[src/rtl/aes_kslot_pkg.sv]
// ============================================================================
// Module  : aes_kslot_pkg
// Brief   : Register word map, status bit positions and sequencer states.
// Revision: 1.0
// ============================================================================
`default_nettype none

package aes_kslot_pkg;
    localparam int unsigned CTRL       = 0;
    localparam int unsigned STATUS     = 1;
    localparam int unsigned KEY_SEL    = 2;
    localparam int unsigned LOCK       = 3;
    localparam int unsigned PT_BASE    = 4;
    localparam int unsigned ST_BASE    = 8;
    localparam int unsigned CT_BASE    = 12;
    localparam int unsigned KEY_BASE   = 16;
    localparam int unsigned KEY_STRIDE = 8;

    localparam int unsigned STAT_BUSY    = 0;
    localparam int unsigned STAT_DONE    = 1;
    localparam int unsigned STAT_ERR     = 2;
    localparam int unsigned STAT_TIMEOUT = 3;

    typedef enum logic [1:0] {
        IDLE   = 2'd0,
        LAUNCH = 2'd1,
        WAIT   = 2'd2
    } ctrl_state_e;
endpackage

`default_nettype wire

[src/rtl/aes_kslot_bank.sv]
// ============================================================================
// Module  : aes_kslot_bank
// Brief   : Key-slot storage with write-1-to-set locks and a selected-slot read.
// Revision: 1.0
// ============================================================================
`default_nettype none

module aes_kslot_bank
    import aes_kslot_pkg::*;
#(
    parameter int NUM_KEYS  = 4,
    parameter int KEY_WIDTH = 192
) (
    input  logic                 clk_i,
    input  logic                 rst_i,
    input  logic                 wr_en_i,
    input  logic [2:0]           slot_i,
    input  logic [2:0]           word_i,
    input  logic [31:0]          wdata_i,
    input  logic                 lock_we_i,
    input  logic [NUM_KEYS-1:0]  lock_set_i,
    input  logic [2:0]           sel_i,
    output logic [KEY_WIDTH-1:0] key_o,
    output logic [NUM_KEYS-1:0]  lock_o,
    output logic                 lock_viol_o
);
    localparam int KEY_WORDS = KEY_WIDTH / 32;

    logic [KEY_WORDS-1:0][31:0] slot_q [NUM_KEYS];
    logic [KEY_WORDS-1:0][31:0] slot_d [NUM_KEYS];
    logic [NUM_KEYS-1:0]        lock_q;
    logic [NUM_KEYS-1:0]        lock_d;
    logic                       w_sel_locked;

    always_comb begin
        slot_d       = slot_q;
        lock_d       = lock_q;
        key_o        = '0;
        w_sel_locked = 1'b0;
        if (lock_we_i) begin
            lock_d = lock_q | lock_set_i;
        end
        for (int k = 0; k < NUM_KEYS; k++) begin
            if (slot_i == 3'(k)) begin
                w_sel_locked = lock_q[k];
            end
            if (sel_i == 3'(k)) begin
                key_o = slot_q[k];
            end
            // A locked slot silently drops the word; the caller flags the error.
            for (int j = 0; j < KEY_WORDS; j++) begin
                if (wr_en_i && !lock_q[k] && (slot_i == 3'(k)) && (word_i == 3'(j))) begin
                    slot_d[k][j] = wdata_i;
                end
            end
        end
    end

    assign lock_o      = lock_q;
    assign lock_viol_o = wr_en_i & w_sel_locked;

    always_ff @(posedge clk_i) begin
        if (rst_i) begin
            for (int k = 0; k < NUM_KEYS; k++) begin
                slot_q[k] <= '0;
            end
            lock_q <= '0;
        end else begin
            slot_q <= slot_d;
            lock_q <= lock_d;
        end
    end
endmodule

`default_nettype wire

[src/rtl/aes_keyslot_ctrl.sv]
// ============================================================================
// Module  : aes_keyslot_ctrl
// Brief   : AES register front-end: key slots, operands and launch sequencer.
// Revision: 1.0
// ============================================================================
`default_nettype none

module aes_keyslot_ctrl
    import aes_kslot_pkg::*;
#(
    parameter int NUM_KEYS       = 4,
    parameter int KEY_WIDTH      = 192,
    parameter int TIMEOUT_CYCLES = 1024
) (
    input  logic                 clk_i,
    input  logic                 rst_i,
    input  logic                 bus_valid_i,
    input  logic                 bus_write_i,
    input  logic [31:0]          bus_addr_i,
    input  logic [31:0]          bus_wdata_i,
    output logic                 bus_ready_o,
    output logic [31:0]          bus_rdata_o,
    output logic                 bus_error_o,
    output logic                 core_start_o,
    output logic [KEY_WIDTH-1:0] core_key_o,
    output logic [127:0]         core_pt_o,
    output logic [127:0]         core_state_o,
    input  logic [127:0]         core_ct_i,
    input  logic                 core_valid_i,
    output logic                 irq_o
);
    localparam int KEY_WORDS = KEY_WIDTH / 32;
    localparam int CNT_W     = $clog2(TIMEOUT_CYCLES);

    ctrl_state_e          state_q, state_d;
    logic [CNT_W-1:0]     cnt_q, cnt_d;
    logic [2:0]           key_sel_q, key_sel_d;
    logic                 irq_en_q, irq_en_d;
    logic [3:0][31:0]     pt_q, pt_d, st_q, st_d, ct_q, ct_d;
    logic                 done_q, done_d, err_q, err_d, timeout_q, timeout_d;
    logic                 core_start_q, core_start_d;
    logic [KEY_WIDTH-1:0] core_key_q, core_key_d;
    logic [3:0][31:0]     core_pt_q, core_pt_d, core_state_q, core_state_d;

    logic [7:0]           w_idx, w_key_rel;
    logic                 w_busy, w_is_key, w_key_wr, w_lock_viol;
    logic [KEY_WIDTH-1:0] w_bank_key;
    logic [NUM_KEYS-1:0]  w_lock;
    logic                 w_err, w_start, w_clear, w_ksel_wr, w_lock_we, w_pt_wr, w_st_wr;
    logic [31:0]          w_rdata;
    logic                 w_unused_addr;

    assign w_idx         = bus_addr_i[9:2];
    assign w_unused_addr = ^{bus_addr_i[31:10], bus_addr_i[1:0]};
    assign w_key_rel     = w_idx - 8'(KEY_BASE);
    assign w_busy        = (state_q != IDLE);
    assign w_is_key      = (w_idx >= 8'(KEY_BASE)) &&
                           (w_key_rel < 8'(KEY_STRIDE * NUM_KEYS)) &&
                           ({5'd0, w_key_rel[2:0]} < 8'(KEY_WORDS));
    assign w_key_wr      = bus_valid_i & bus_write_i & w_is_key & ~w_busy;

    aes_kslot_bank #(
        .NUM_KEYS  (NUM_KEYS),
        .KEY_WIDTH (KEY_WIDTH)
    ) u_bank (
        .clk_i       (clk_i),
        .rst_i       (rst_i),
        .wr_en_i     (w_key_wr),
        .slot_i      (w_key_rel[5:3]),
        .word_i      (w_key_rel[2:0]),
        .wdata_i     (bus_wdata_i),
        .lock_we_i   (w_lock_we),
        .lock_set_i  (bus_wdata_i[NUM_KEYS-1:0]),
        .sel_i       (key_sel_q),
        .key_o       (w_bank_key),
        .lock_o      (w_lock),
        .lock_viol_o (w_lock_viol)
    );

    // Register decode: every rejected access leaves all state except err untouched.
    always_comb begin
        w_err     = 1'b0;
        w_rdata   = '0;
        w_start   = 1'b0;
        w_clear   = 1'b0;
        w_ksel_wr = 1'b0;
        w_lock_we = 1'b0;
        w_pt_wr   = 1'b0;
        w_st_wr   = 1'b0;
        if (bus_valid_i) begin
            if (w_idx == 8'(CTRL)) begin
                if (bus_write_i) begin
                    if (bus_wdata_i[0] && w_busy) begin
                        w_err = 1'b1;
                    end else begin
                        w_start = bus_wdata_i[0];
                        w_clear = bus_wdata_i[1];
                    end
                end
            end else if (w_idx == 8'(STATUS)) begin
                if (bus_write_i) begin
                    w_err = 1'b1;
                end else begin
                    w_rdata[STAT_BUSY]    = w_busy;
                    w_rdata[STAT_DONE]    = done_q;
                    w_rdata[STAT_ERR]     = err_q;
                    w_rdata[STAT_TIMEOUT] = timeout_q;
                end
            end else if (w_idx == 8'(KEY_SEL)) begin
                if (bus_write_i) begin
                    if (w_busy || ({1'b0, bus_wdata_i[2:0]} >= 4'(NUM_KEYS))) begin
                        w_err = 1'b1;
                    end else begin
                        w_ksel_wr = 1'b1;
                    end
                end else begin
                    w_rdata[2:0] = key_sel_q;
                    w_rdata[8]   = irq_en_q;
                end
            end else if (w_idx == 8'(LOCK)) begin
                if (bus_write_i) begin
                    w_lock_we = 1'b1;
                end else begin
                    w_rdata[NUM_KEYS-1:0] = w_lock;
                end
            end else if (w_idx[7:2] == 6'(PT_BASE / 4)) begin
                if (bus_write_i) begin
                    w_err   = w_busy;
                    w_pt_wr = ~w_busy;
                end else begin
                    w_rdata = pt_q[w_idx[1:0]];
                end
            end else if (w_idx[7:2] == 6'(ST_BASE / 4)) begin
                if (bus_write_i) begin
                    w_err   = w_busy;
                    w_st_wr = ~w_busy;
                end else begin
                    w_rdata = st_q[w_idx[1:0]];
                end
            end else if (w_idx[7:2] == 6'(CT_BASE / 4)) begin
                if (bus_write_i) begin
                    w_err = 1'b1;
                end else begin
                    w_rdata = ct_q[w_idx[1:0]];
                end
            end else if (w_is_key) begin
                if (bus_write_i) begin
                    w_err = w_busy | w_lock_viol;
                end
            end else begin
                w_err = 1'b1;
            end
        end
    end

    always_comb begin
        state_d      = state_q;
        cnt_d        = cnt_q;
        key_sel_d    = key_sel_q;
        irq_en_d     = irq_en_q;
        pt_d         = pt_q;
        st_d         = st_q;
        ct_d         = ct_q;
        done_d       = done_q;
        err_d        = err_q;
        timeout_d    = timeout_q;
        core_start_d = 1'b0;
        core_key_d   = core_key_q;
        core_pt_d    = core_pt_q;
        core_state_d = core_state_q;

        if (w_clear) begin
            done_d    = 1'b0;
            err_d     = 1'b0;
            timeout_d = 1'b0;
        end
        if (w_err) begin
            err_d = 1'b1;
        end
        if (w_ksel_wr) begin
            key_sel_d = bus_wdata_i[2:0];
            irq_en_d  = bus_wdata_i[8];
        end
        if (w_pt_wr) begin
            pt_d[w_idx[1:0]] = bus_wdata_i;
        end
        if (w_st_wr) begin
            st_d[w_idx[1:0]] = bus_wdata_i;
        end

        case (state_q)
            IDLE: begin
                if (w_start) begin
                    core_key_d   = w_bank_key;
                    core_pt_d    = pt_q;
                    core_state_d = st_q;
                    done_d       = 1'b0;
                    timeout_d    = 1'b0;
                    core_start_d = 1'b1;
                    state_d      = LAUNCH;
                end
            end
            LAUNCH: begin
                cnt_d   = '0;
                state_d = WAIT;
            end
            WAIT: begin
                if (core_valid_i) begin
                    ct_d    = core_ct_i;
                    done_d  = 1'b1;
                    state_d = IDLE;
                end else if (cnt_q == CNT_W'(TIMEOUT_CYCLES - 1)) begin
                    timeout_d = 1'b1;
                    state_d   = IDLE;
                end else begin
                    cnt_d = cnt_q + 1'b1;
                end
            end
            default: state_d = IDLE;
        endcase
    end

    always_ff @(posedge clk_i) begin
        if (rst_i) begin
            state_q      <= IDLE;
            cnt_q        <= '0;
            key_sel_q    <= '0;
            irq_en_q     <= 1'b0;
            pt_q         <= '0;
            st_q         <= '0;
            ct_q         <= '0;
            done_q       <= 1'b0;
            err_q        <= 1'b0;
            timeout_q    <= 1'b0;
            core_start_q <= 1'b0;
            core_key_q   <= '0;
            core_pt_q    <= '0;
            core_state_q <= '0;
        end else begin
            state_q      <= state_d;
            cnt_q        <= cnt_d;
            key_sel_q    <= key_sel_d;
            irq_en_q     <= irq_en_d;
            pt_q         <= pt_d;
            st_q         <= st_d;
            ct_q         <= ct_d;
            done_q       <= done_d;
            err_q        <= err_d;
            timeout_q    <= timeout_d;
            core_start_q <= core_start_d;
            core_key_q   <= core_key_d;
            core_pt_q    <= core_pt_d;
            core_state_q <= core_state_d;
        end
    end

    assign bus_ready_o  = bus_valid_i;
    assign bus_rdata_o  = w_rdata;
    assign bus_error_o  = w_err;
    assign core_start_o = core_start_q;
    assign core_key_o   = core_key_q;
    assign core_pt_o    = core_pt_q;
    assign core_state_o = core_state_q;
    assign irq_o        = done_q & irq_en_q;
endmodule

`default_nettype wire

[config.mk]
export PLATFORM = sky130hd
export DESIGN_NAME = aes_keyslot_ctrl
export DESIGN_NICKNAME = d
export VERILOG_FILES = /design/src/rtl/aes_kslot_pkg.sv /design/src/rtl/aes_kslot_bank.sv /design/src/rtl/aes_keyslot_ctrl.sv
export SDC_FILE = /design/constraint.sdc
export NUM_CORES = 2
export LEC_CHECK = 0
export CAP_MARGIN = 20
export CORE_MARGIN = 3
export CORE_UTILIZATION = 40
export CTS_BUF_LIST = sky130_fd_sc_hd__clkbuf_8
export DETAILED_ROUTE_END_ITERATION = 8
export PLACE_DENSITY = 0.63
export SLEW_MARGIN = 40
export SYNTH_ARGS = -nofsm -noshare
export SYNTH_HDL_FRONTEND = slang
export SYNTH_HIERARCHICAL = 1
export SYNTH_SLANG_ARGS = --single-unit
[constraint.sdc]
create_clock -name clk_i -period 4.4 [get_ports clk_i]
set_input_delay 0.88 -clock clk_i [delete_from_list [all_inputs] [get_ports clk_i]]
set_output_delay 0.88 -clock clk_i [all_outputs]
set_load 0.02 [all_outputs]
# ---- After elaboration in Yosys (flattened, before gate mapping)
# Cells that the tools add are included.
dict set report op_classes {
  n_eq_ne 24
  n_bitwise 9
  reduce_logical 54
  add_sub_neg 2
  order_cmp 6
  mux 106
}
# operator n
set op_table {}
lappend op_table {{2-to-1 mux 192 bit} 4}
lappend op_table {{2-to-1 mux 32 bit} 12}
lappend op_table {{bitwise mux 128 bit} 2}
lappend op_table {{binary-select mux 32 bit (select 2 bit)} 3}
lappend op_table {{2-to-1 mux 1 bit} 65}
lappend op_table {{demux 32 bit (select 2 bit)} 1}
lappend op_table {{2-to-1 mux 28 bit} 2}
lappend op_table {{logical AND 1 bit} 36}
lappend op_table {{2-to-1 mux 23 bit} 1}
lappend op_table {{2-to-1 mux 10 bit} 2}
lappend op_table {{one-hot mux 10 bit (2 select lines)} 1}
lappend op_table {{== test 3 x 2 -> 1 bit, second input constant} 6}
lappend op_table {{== test 8 x 2 -> 1 bit, second input constant} 2}
lappend op_table {{2-to-1 mux 4 bit} 4}
lappend op_table {{== test 6 x 2 -> 1 bit, second input constant} 2}
lappend op_table {{adder 10 x 1 -> 10 bit, second input constant} 1}
lappend op_table {{== test 10 bit, second input constant} 1}
lappend op_table {{== test 3 x 1 -> 1 bit, second input constant} 3}
lappend op_table {{logical NOT 3 bit} 3}
lappend op_table {{== test 8 x 1 -> 1 bit, second input constant} 1}
lappend op_table {{greater-or-equal comparator 8 x 5 -> 1 bit, second input constant} 1}
lappend op_table {{logical NOT 8 bit} 1}
lappend op_table {{< comparator 8 x 6 -> 1 bit, second input constant} 1}
lappend op_table {{subtractor 8 x 5 -> 8 bit, second input constant} 1}
lappend op_table {{other kinds (26)} 45}
dict set report totals {
  elab_cells 255
  output_inout_bits 484
  in_bits 197
  ff_bits 1624
}

# ---- Depth between registers and ports, before layout
dict set report logic_depth {
  depth_word 19
  ltp_mapped 12
  mapped_depth_nobuf 11
}

# ---- By module
# Netlist, hierarchy kept.
# module instances area_per_inst_um2 cells_per_inst
set modules_own_cells {}
lappend modules_own_cells {aes_kslot_bank 1 35241.3 3069}
lappend modules_own_cells {aes_keyslot_ctrl 1 33201.8 4053}

# ---- Worst setup path before layout
# Ideal clock, no wire load.
dict set report synth_path {
  path_type {in2out}
  start {input bus_addr_i[4]}
  end {output bus_error_o}
  stages 11
  setup_slack_ns 0.694
  required_time_ns 3.520
  n_path_buf 2
  t_arrival_ns 2.826
  cell_sequence {buf_2 > buf_1 > a21bo_2 > nor2_1 > a2bb2oi_1 > nor2_1 > and3b_1 > o21ai_0 > a21boi_0 > o21ai_0 > a21boi_0}
}
dict set report synth_via {
  elab_chain_cells 18
  elab_cells_between_ends 35
  cone_classes {add/sub (1); order compare (3); eq/ne (9); mux (14); bitwise (4); reduce/logical (4)}
}
# item line
set synth_lines {}
lappend synth_lines {{from (decl)} aes_keyslot_ctrl.sv:19} ;# input logic [31:0] bus_addr_i,
lappend synth_lines {{subtractor 8 x 5 -> 8 bit} aes_keyslot_ctrl.sv:55} ;# assign w_key_rel = w_idx - 8'(KEY_BASE);
lappend synth_lines {{< comparator 8 x 6 -> 1 bit} aes_keyslot_ctrl.sv:58} ;# (w_key_rel < 8'(KEY_STRIDE * NUM_KEYS)) &&
lappend synth_lines {{logical AND 1 bit} aes_keyslot_ctrl.sv:57} ;# assign w_is_key = (w_idx >= 8'(KEY_BASE)) &&
lappend synth_lines {{logical AND 1 bit *} aes_keyslot_ctrl.sv:58}
lappend synth_lines {{AND 1 bit * (2 in a row)} aes_keyslot_ctrl.sv:60} ;# assign w_key_wr = bus_valid_i & bus_write_i & w_is_key & ~w_busy;
lappend synth_lines {{net w_key_wr} aes_keyslot_ctrl.sv:46} ;# logic w_busy, w_is_key, w_key_wr, w_lock_viol;
lappend synth_lines {{AND 1 bit *} aes_kslot_bank.sv:60} ;# assign lock_viol_o = wr_en_i & w_sel_locked;
lappend synth_lines {{net w_lock_viol} aes_keyslot_ctrl.sv:46}
lappend synth_lines {{[3 not listed]} -}
lappend synth_lines {{2-to-1 mux 1 bit *} aes_keyslot_ctrl.sv:140} ;# end else if (w_idx[7:2] == 6'(CT_BASE / 4)) begin
lappend synth_lines {{2-to-1 mux 1 bit *} aes_keyslot_ctrl.sv:133} ;# end else if (w_idx[7:2] == 6'(ST_BASE / 4)) begin
lappend synth_lines {{2-to-1 mux 1 bit *} aes_keyslot_ctrl.sv:126} ;# end else if (w_idx[7:2] == 6'(PT_BASE / 4)) begin
lappend synth_lines {{2-to-1 mux 1 bit *} aes_keyslot_ctrl.sv:120} ;# end else if (w_idx == 8'(LOCK)) begin
lappend synth_lines {{2-to-1 mux 1 bit *} aes_keyslot_ctrl.sv:109} ;# end else if (w_idx == 8'(KEY_SEL)) begin
lappend synth_lines {{2-to-1 mux 1 bit *} aes_keyslot_ctrl.sv:100} ;# end else if (w_idx == 8'(STATUS)) begin
lappend synth_lines {{2-to-1 mux 1 bit *} aes_keyslot_ctrl.sv:91} ;# if (w_idx == 8'(CTRL)) begin
lappend synth_lines {{2-to-1 mux 1 bit *} aes_keyslot_ctrl.sv:90} ;# if (bus_valid_i) begin
lappend synth_lines {{to (decl)} aes_keyslot_ctrl.sv:23} ;# output logic bus_error_o,
# The timed path passes the listed nets; every way through them passes the cells marked *.

# ---- Worst setup path in the final report
dict set report layout_path {
  start {input bus_addr_i[7]}
  end {output bus_error_o}
}
dict set report layout_via {
  elab_chain_cells 18
  elab_cells_between_ends 34
  cone_classes {add/sub (1); order compare (2); eq/ne (9); mux (14); bitwise (4); reduce/logical (4)}
}
# item line
set layout_lines {}
lappend layout_lines {{subtractor 8 x 5 -> 8 bit} aes_keyslot_ctrl.sv:55}
lappend layout_lines {{< comparator 8 x 6 -> 1 bit} aes_keyslot_ctrl.sv:58}
lappend layout_lines {{logical AND 1 bit *} aes_keyslot_ctrl.sv:57}
lappend layout_lines {{logical AND 1 bit *} aes_keyslot_ctrl.sv:58}
lappend layout_lines {{AND 1 bit * (2 in a row)} aes_keyslot_ctrl.sv:60}
lappend layout_lines {{net w_key_wr} aes_keyslot_ctrl.sv:46}
lappend layout_lines {{AND 1 bit *} aes_kslot_bank.sv:60}
lappend layout_lines {{net w_lock_viol} aes_keyslot_ctrl.sv:46}
lappend layout_lines {{[3 not listed]} -}
lappend layout_lines {{2-to-1 mux 1 bit *} aes_keyslot_ctrl.sv:140}
lappend layout_lines {{2-to-1 mux 1 bit *} aes_keyslot_ctrl.sv:133}
lappend layout_lines {{2-to-1 mux 1 bit *} aes_keyslot_ctrl.sv:126}
lappend layout_lines {{2-to-1 mux 1 bit *} aes_keyslot_ctrl.sv:120}
lappend layout_lines {{2-to-1 mux 1 bit *} aes_keyslot_ctrl.sv:109}
lappend layout_lines {{2-to-1 mux 1 bit *} aes_keyslot_ctrl.sv:100}
lappend layout_lines {{2-to-1 mux 1 bit *} aes_keyslot_ctrl.sv:91}
lappend layout_lines {{2-to-1 mux 1 bit *} aes_keyslot_ctrl.sv:90}
# Marked as above.

==> key figures <==
Critical path
  – Req. time, crit path: 3520 ps
  – CP endpoint kind: output port
  – Flop-to-flop setup slack: 1680 ps
  – CP startpoint kind: input port
  – Arrival @ worst endpoint: 3350 ps
  – Cell mode on critical path: buf_4
  – End of the worst register-to-register path: core_key_o[80]$_SDFFE_PP0P_
  – Worst Setup EP: bus_error_o
  – Worst r2r src: key_sel_q[1]$_SDFFE_PP0P_
  – Delay-heaviest family, CP: compound AO/OA/AOI/OAI gates
  – Critical path depth: 14
  – Max FO, Critical Path: 2
  – Buf/Inv on CP: 4
  – Setup CP Type: in2out
  – Worst setup path startpoint: bus_addr_i[7]
  – Slowest library cell on the worst path: dlygate4sd2_1
  – Critical-path cell list: dlygate4sd2_1, inv_1, ha_4, a21bo_2, nor2_2, a2bb2oi_2, nor2_1, and3b_1, o21ai_0, a21boi_1, o21ai_1, a21boi_2, buf_4, buf_4
  – R2R depth: 6
  – Slowest stage delay, CP: 360 ps

Power
  – Pwr/cell area: 356 mW/mm^2
  – Peak VDD IR: 318 uV
  – Pwr Total: 29.4 mW
  – P_leak: 32.8 nW

CTS
  – Bufs on Longest Clock Path: 4
  – Clock sinks: 1624
  – Number of buffers created by CTS: 296
  – CTS tree: built
  – Clk Latency, worst-skew pair: 1030 ps
  – Post-cts hold buffer count: 0
  – # H-tree levels: 5
  – Reg clk slew, reported paths: 70 ps
  – Root buffer cell: clkbuf_8

Run
  – MaxCap Viol Count: 0

Global routing
  – Largest net degree at the start of global routing: 225
  – First-pass GRT wire length: 330000 microns
  – Met1 Use GR: 30.5%
  – Vias in the first global route: 52000
  – Met3 Track Usage GR: 4.66%
  – Overflow after GRT: 0
  – M2 GR Usage: 41.6%
  – GRT Util Overall: 24.7%
  – Gr busiest metal: met2
  – Initial antenna violation count: 12

Yosys
  – Syn_area_per_cell: 9.61 sq um
  – Syn nets: 7321
  – Cell Area, Synth: 0.0684 sq mm
  – Yosys reg bits: 1624
  – Leading cell types by count after synthesis: nand2_1 (1705), dfxtp_1 (1624), a21oi_1 (844)
  – Cell taking the most area after synthesis: dfxtp_1
  – Post-synth EDFFs: 0
  – Gate Count Post-Synth: 7122
  – Most common cell in the netlist: nand2_1
  – Synth top area share: 47.5%
  – Library cells used by synthesis: 58
  – Synth top area cells: dfxtp_1 (48%), mux2i_1 (11%), mux4_2 (9.5%)
  – Most used DFF post-synth: dfxtp_1
  – Seq/Total Area, Yosys: 47.5%
  – Warnings from Yosys: 6
  – Share of synthesized registers carrying an async set or reset: 0%

Floorplanning
  – Die area: 0.176 sq mm
  – Die height: 420 microns
  – Core Rows: 151
  – Initial core utilization: 40.3%
  – Core area: 0.170 sq mm
  – Ports: 681
  – Die width: 420 microns

Route
  – Vias after detailed routing: 52900
  – Post-route ant nets: 0
  – Final wirelength: 224000 microns
  – Routed WL per cell: 22.4 microns
  – Via density per instance: 5.27
  – Drt first pass iters: 6
  – DR iter-0 viols: 4480
  – DRC: 0

STA
  – Final Hold Viols: 0
  – Max Fclk: 236 MHz
  – Final Skew: 80.7 ps
  – Worst rel slew slack: 38.9%
  – Final worst-path cycle share: 96.2%
  – Endpoints failing setup: 0
  – Unrepaired setup endpoints after global routing: no
  – Period minus WS final: 4230 ps
  – Max-slew violations: 0
  – Worst Max-Slew Pin Slew: 914 ps

Placement
  – Placed cells: 9532
  – HPWL after detailed placement: 147000 microns
  – Port Buffers: 656
  – Final Wtd Congestion: 0.939

Cells and area
  – # fillers: 15700
  – Layout overhead on the synthesized area: 20.6%
  – Final nets: 7816
  – Non-Filler Instances: 10000
  – Share of layout cells above drive strength 1: 12.3%

Outcome
  – Status: completed

Worst hold path
  – Hold Path Class: in2reg
==> state kept, by name, summed over array words and instances (netlist names) <==
register and cells:
u_bank/slot_q 768, core_key_o 192, core_pt_o 128, core_state_o 128, ct_q 128, pt_q 128
st_q 128, cnt_q 10, u_bank/lock_o 4, key_sel_q 3, state_q 2, core_start_o 1
done_q 1, err_q 1, irq_en_q 1, timeout_q 1
==> area by class of cell <==
type	instances	area, sq um	area share [%]
multi-input cells	4844	33000	40.0
clock inverters	127	617	0.747
well taps	2218	2780	3.36
clock buffers	354	4870	5.90
inverters	7	26.3	0.0318
flip-flops and latches	1624	32500	39.4
repair buffers	844	8700	10.5
diodes	13	32.5	0.0394
==> power by group <==
part	internal [mW]	switching [mW]	total (mW)	leakage [nW]
Clock	7.43	6.22	13.6	3.21
Sequential	14.7	0.00329	14.7	13.1
Combinational	0.406	0.633	1.04	16.5
==> through the flow <==
step	setup slack (ps)	hold WS, ps	TNS [ps]	area (sq um)	util, %
3_3_place_gp	-651	439	-651	76900	45.3
5_1_grt	34.5	244	0	82500	48.7
3_5_place_dp	-611	443	-646	76900	45.3
6_report	169	295	0	82600	48.7
4_1_cts	78.9	173	0	82400	48.6
2_1_floorplan	694	433	0	68400	-
==> cell families after synthesis <==
group / Yosys count / synth area share, %
multiplexers: 1094 / 21.4
buffers and inverters: 654 / 4.55
AND/OR/NAND/NOR: 2838 / 19.7
AO/OA/AOI/OAI: 901 / 6.79
XOR/XNOR: 8 / 0.102
flip-flops: 1624 / 47.5
adder cells (fa/ha/maj): 3 / 0.0512
==> layer usage <==
| layer | part of all wire, % | vias up | wire length (microns) |
|---|---|---|---|
| li1 | - | 24800 | - |
| met5 | 0 | - | 0 |
| met3 | 5.8 | 370 | 12900 |
| met4 | 4.3 | 0 | 9620 |
| met1 | 41 | 26000 | 91800 |
| met2 | 49 | 1681 | 110000 |
==> worst register-to-register path: stages, from the launching register on <==
cell     delay (ps)
dfxtp_4         430
buf_4           620
buf_4           680
mux4_2          410
nor2b_1         150
nand2_1         230
a21oi_1         100
==> layout by cell type (no fill, tap or decap), types with 21 or more instances in the layout <==
master,count
a21oi_1,844
dfxtp_1,1621
nand2_2,21
a22oi_1,27
nor2_1,57
nand2b_1,801
clkbuf_8,354
buf_12,54
mux4_2,290
mux2_2,28
buf_4,135
inv_1,111
clkdlybuf4s50_1,638
nor2b_1,195
mux2i_1,776
nand2_1,1684
==> repair_timing <==
item,4_1_cts,5_1_grt
resized for setup,5,7
pin swaps,3,4
gates cloned,0,0
endpoints found under the setup margin,2,1
setup buffers,1,2
==> worst min-delay path by stage <==
stage                                      from                             to  slack (ps)  depth (start not counted)
global route                              rst_i  u_bank/lock_o[3]$_SDFFE_PP0P_         240                          2
CTS                                       rst_i  u_bank/lock_o[3]$_SDFFE_PP0P_         170                          2
floorplan                 ct_q[64]$_SDFFE_PP0P_          ct_q[64]$_SDFFE_PP0P_         430                          2
detailed placement  core_key_o[98]$_SDFFE_PP0P_    core_key_o[98]$_SDFFE_PP0P_         440                          2
global placement     core_pt_o[57]$_SDFFE_PP0P_     core_pt_o[57]$_SDFFE_PP0P_         440                          2
finish                                    rst_i  u_bank/lock_o[3]$_SDFFE_PP0P_         300                          2
No activity file was read; power rests on OpenSTA's default activity.
